==> src/rtl/seg_scan.sv <==
// rtl/seg_scan.sv - time-multiplexed 7-segment scan driver with blink-in-set-mode
// Optional feature macro: SEG_SCAN_BLINK_EN (blink counter, phase and blanking).
module seg_scan #(
   parameter int DIGITS      = 6,
   parameter int SCAN_DIV    = 50000,
   parameter int GUARD       = 2,
   parameter int BLINK_TICKS = 500
) (
   input  logic                  clk,
   input  logic                  en,
   input  logic [4*DIGITS-1:0]   bcd,
   input  logic [3:0]            mode,
   input  logic [DIGITS-1:0]     blink_sel,
   input  logic [DIGITS-1:0]     dp_mask,
   output logic [DIGITS-1:0]     an,
   output logic [6:0]            seg,
   output logic                  dp
);

   localparam int PW = $clog2(SCAN_DIV);
   localparam int IW = (DIGITS > 1) ? $clog2(DIGITS) : 1;
   localparam logic [PW-1:0] PMAX   = PW'(SCAN_DIV - 1);
   localparam logic [PW-1:0] PGUARD = PW'(GUARD);
   localparam logic [IW-1:0] IMAX   = IW'(DIGITS - 1);

   logic [PW-1:0] pcnt;
   logic          tick;
   logic [IW-1:0] idx;
   logic [IW-1:0] nidx;
   logic [3:0]    dig;
   logic          ldp;
   logic          blank;
   logic [6:0]    pat;

   assign tick = (pcnt == PMAX);
   assign nidx = (idx == IMAX) ? '0 : idx + 1'b1;

   // Prescaler, slot index and the per-slot digit latch; the latch loads the
   // upcoming slot's data so it stays frozen for the whole slot.
   always_ff @(posedge clk or negedge en) begin
      if (!en) begin
         pcnt <= '0;
         idx  <= '0;
         dig  <= '0;
         ldp  <= 1'b0;
      end else if (tick) begin
         pcnt <= '0;
         idx  <= nidx;
         dig  <= bcd[4*nidx +: 4];
         ldp  <= dp_mask[nidx];
      end else begin
         pcnt <= pcnt + 1'b1;
      end
   end

`ifdef SEG_SCAN_BLINK_EN
   localparam int BW = (BLINK_TICKS > 1) ? $clog2(BLINK_TICKS) : 1;
   localparam logic [BW-1:0] BMAX = BW'(BLINK_TICKS - 1);

   logic [BW-1:0] bcnt;
   logic          bph;
   logic          lblink;

   // Blink phase advances on slot ticks; phase starts visible after reset.
   always_ff @(posedge clk or negedge en) begin
      if (!en) begin
         bcnt   <= '0;
         bph    <= 1'b1;
         lblink <= 1'b0;
      end else if (tick) begin
         lblink <= blink_sel[nidx];
         if (bcnt == BMAX) begin
            bcnt <= '0;
            bph  <= ~bph;
         end else begin
            bcnt <= bcnt + 1'b1;
         end
      end
   end

   assign blank = (mode == 4'b0010) && lblink && !bph;
`else
   logic unused_blink;
   assign unused_blink = ^{mode, blink_sel};
   assign blank        = 1'b0;
`endif

   // Digit to active-low segment pattern; anything above 9 shows a dash.
   always_comb begin
      pat = 7'h3F;
      case (dig)
         4'd0: pat = 7'h40;
         4'd1: pat = 7'h79;
         4'd2: pat = 7'h24;
         4'd3: pat = 7'h30;
         4'd4: pat = 7'h19;
         4'd5: pat = 7'h12;
         4'd6: pat = 7'h02;
         4'd7: pat = 7'h78;
         4'd8: pat = 7'h00;
         4'd9: pat = 7'h10;
         default: pat = 7'h3F;
      endcase
   end

   // Single output register stage; anodes dark during the guard window,
   // blanked digits keep their anode so on-time stays uniform.
   always_ff @(posedge clk or negedge en) begin
      if (!en) begin
         an  <= '1;
         seg <= 7'h7F;
         dp  <= 1'b1;
      end else begin
         an  <= (pcnt < PGUARD) ? '1 : ~(DIGITS'(1) << idx);
         seg <= blank ? 7'h7F : pat;
         dp  <= blank | ~ldp;
      end
   end

endmodule

==> config.mk <==
export PLATFORM = sky130hd
export DESIGN_NAME = seg_scan
export DESIGN_NICKNAME = d
export VERILOG_FILES = /design/src/rtl/seg_scan.sv
export SDC_FILE = /design/constraint.sdc
export NUM_CORES = 1
export LEC_CHECK = 0
export CORE_MARGIN = 1.5
export CORE_UTILIZATION = 43
export CTS_CLUSTER_SIZE = 14
export DETAILED_ROUTE_END_ITERATION = 10
export GPL_TIMING_DRIVEN = 0
export PLACE_DENSITY_LB_ADDON = 0.1
export SLEW_MARGIN = 20
export SYNTH_ARGS = -nofsm -noshare
export SYNTH_HDL_FRONTEND = slang
export SYNTH_SLANG_ARGS = --single-unit
==> constraint.sdc <==
create_clock -name clk -period 1.9 [get_ports clk]
set_input_delay 0.19 -clock clk [delete_from_list [all_inputs] [get_ports clk]]
set_output_delay 0.19 -clock clk [all_outputs]
set_load 0.02 [all_outputs]
==> impl_metrics.tcl <==
set metrics [dict create \
    max_slew.worst_pin.slew_ns 0.4666 \
    yosys-top-cells-count "nand2_1, dfrtp_1, nor2_1" \
    via_per_inst 5.153 \
    worstSkewPairLatency_ns 0.28 \
    ys_seq_elements 38 \
    syn_nets 249 \
    route.detailed.drc 0 \
    io_pins 56 \
    synth_area_per_cell_um2 9.884 \
    wl_per_cell_um 12.50 \
    syn2layout_area_growth_pct 36.65 \
    num-fill-cells 376 \
    final_nets 303 \
    finish.utilization_pct 61.62 \
    hp-class "in -> async" \
    relSlewSlack_pct 68.89 \
    period_needed_ns 1.783 \
    ir_drop_uv 348.6 \
    grt_use_total_pct 16.35 \
    num_vias 1582 \
    synthesis.area_um2 1977 \
    synthesis.instances 200 \
    placed_area_um2 2515 \
    grt_pass1_vias 1541 \
    async_reset_ff_share_pct 100.0 \
    grt_setup_unrepaired "false" \
    worst_setup_path_start_kind "register" \
    outcome "complete, no violations" \
    drt_first_pass_iters 4 \
    multi_input_area_um2 932.1 \
    die_h_um 70.81 \
    synth_top_area_share_pct 30.38 \
    final-seq-area_um2 968.4 \
    ys_types 34 \
    start_util_pct 45.09 \
    cts.sinks 38 \
    post-synth-top-count-cell "nand2_1" \
    die_width_um 70.81 \
    drive_above_1_share_pct 17.25 \
    yosysWarnings 0 \
    finalMaxSlewViolations 0 \
    clk_pin_slew_ns 0.08 \
    clockBufferDepth 2 \
    cts_tree "yes" \
    numCtsBuffers 5 \
    drt_wl_total_um 3836 \
    yosys_most_used_dff "dfrtp_1" \
    cp_data_arrival_time_ns 2.00 \
    crit_fanout 10 \
    max_freq_mhz 560.9 \
    power.density_nw_per_um2 645.2 \
    ant_nets 0 \
    post-route-period-util_pct 93.84 \
    cts_root_buf "clkbuf_8" \
    antenna-diode-count 0 \
    drt-initial-drc-count 72 \
    h-tree-depth 2 \
    grt_overflow 0 \
    skew_ns 0.009716 \
    maxCapViolations 0 \
    grt_pass1_wl_um 6651 \
    antenna_found_initial 0 \
    power_leakage_nw 1.161 \
    coreArea_um2 4384 \
    worstSetupEndpointType "register" \
    die_area_um2 5013 \
    synth-edff-count 0 \
    seq_area_frac_synth_pct 48.99 \
    critPathKind "reg -> reg" \
    gp_congestion 0.8702 \
    grt_start_max_net_pins 21 \
    design_area_um2 2701 \
    hold_violations 0 \
    port_buffers 45 \
    row_count 24 \
    setup_viol 0 \
    hpwl_um 2964 \
    setup_tns_ns 0 \
    finalPower_mw 1.743 \
    required_ns 2.12 \
    synth_area_leaders "dfrtp_1, dfstp_2, nand2_1" \
    yosysTopAreaCell "dfrtp_1" \
]
where the power goes:
group / internal [mW] / switching, mW
Clock: 0.560 / 0.269
Sequential: 0.810 / 0
Combinational: 0.0719 / 0.0323
Total: 1.44 / 0.301
final timing paths:
| check | start | to | slack [ns] | cells after the start |
|---|---|---|---|---|
| worst max-delay path | idx[1] | dig[1] | 0.12 | 7 |
| worst min-delay path | en | pcnt[13] | 0.38 | 2 |
| worst max register to register | idx[1] | dig[1] | 0.12 | 7 |
| worst min register to register | ldp | dp | 0.42 | 1 |
| max in group asynchronous | en | seg[0] | 0.98 | 3 |
| min in group clk | ldp | dp | 0.42 | 1 |
routing by layer:
metal  track usage, %  share of wire (%)
met5                0                  0
met4            3.774               0.99
met3            3.846                4.2
met2            27.00                 47
met1            21.99                 48
stage by stage:
| step | worst slack (ns) | hold WS (ns) | cells |
|---|---|---|---|
| finish | 0.1170 | 0.3806 | 307 |
| global route | 0.04331 | 0.4178 | 307 |
| CTS | 0.05174 | 0.3928 | 307 |
| detailed placement | -0.3081 | 0.1639 | 298 |
| global placement | -0.2780 | 0.4082 | 297 |
| floorplan | 0.05384 | -0.1056 | 200 |
repair_timing:
action | 4_1_cts | 5_1_grt
setup buffers | 1 | 0
pin swaps | 2 | 0
hold endpoints to repair | 12 | 0
endpoints found under the setup margin | 5 | 4
hold buffers | 1 | 0
resized for setup | 5 | 2
cell families (layout without fill, tap and decap cells):
logic type / Yosys count / count (layout) / share of synthesized area [%]
buf+inv: 20 / 75 / 5.063
compound gates: 39 / 39 / 13.23
simple gates: 77 / 77 / 19.18
mux: 6 / 6 / 3.354
fa+ha+maj: 7 / 7 / 4.430
flops: 38 / 38 / 48.99
xor+xnor: 13 / 13 / 5.760
cell usage in the layout (no fill, tap or decap), types with 6 or more instances in the layout:
master,instances
clkbuf_8,6
clkdlybuf4s50_1,44
dfrtp_1,24
dfstp_2,14
ha_1,6
inv_1,9
nand2_1,28
nand3_1,8
nand4_1,6
nor2_1,15
o21ai_0,12
xor2_1,8
state kept, by name, indices dropped and copies added, names as in the netlist:
signal / cells
seg: 7
pcnt: 16
idx: 3
dig: 4
an: 6
ldp: 1
dp: 1
critical path: stages, from the launching register on:
cell,delay [ns]
dfrtp_1,0.39
buf_4,0.18
and2_1,0.25
ha_4,0.33
buf_6,0.12
nand2_1,0.05
a32oi_1,0.21
o22a_1,0.18
area by class of cell:
cell class                      count  share of cell area [%]
Buffer                             10                   2.547
Clock buffer                        6                   3.057
Clock inverter                      2                   2.223
Inverter                            9                   1.251
Multi-Input combinational cell    142                   34.51
Sequential cell                    38                   35.85
Tap cell                           52                   2.409
Timing Repair Buffer               48                   18.16
(Power assumes the default switching activity.)
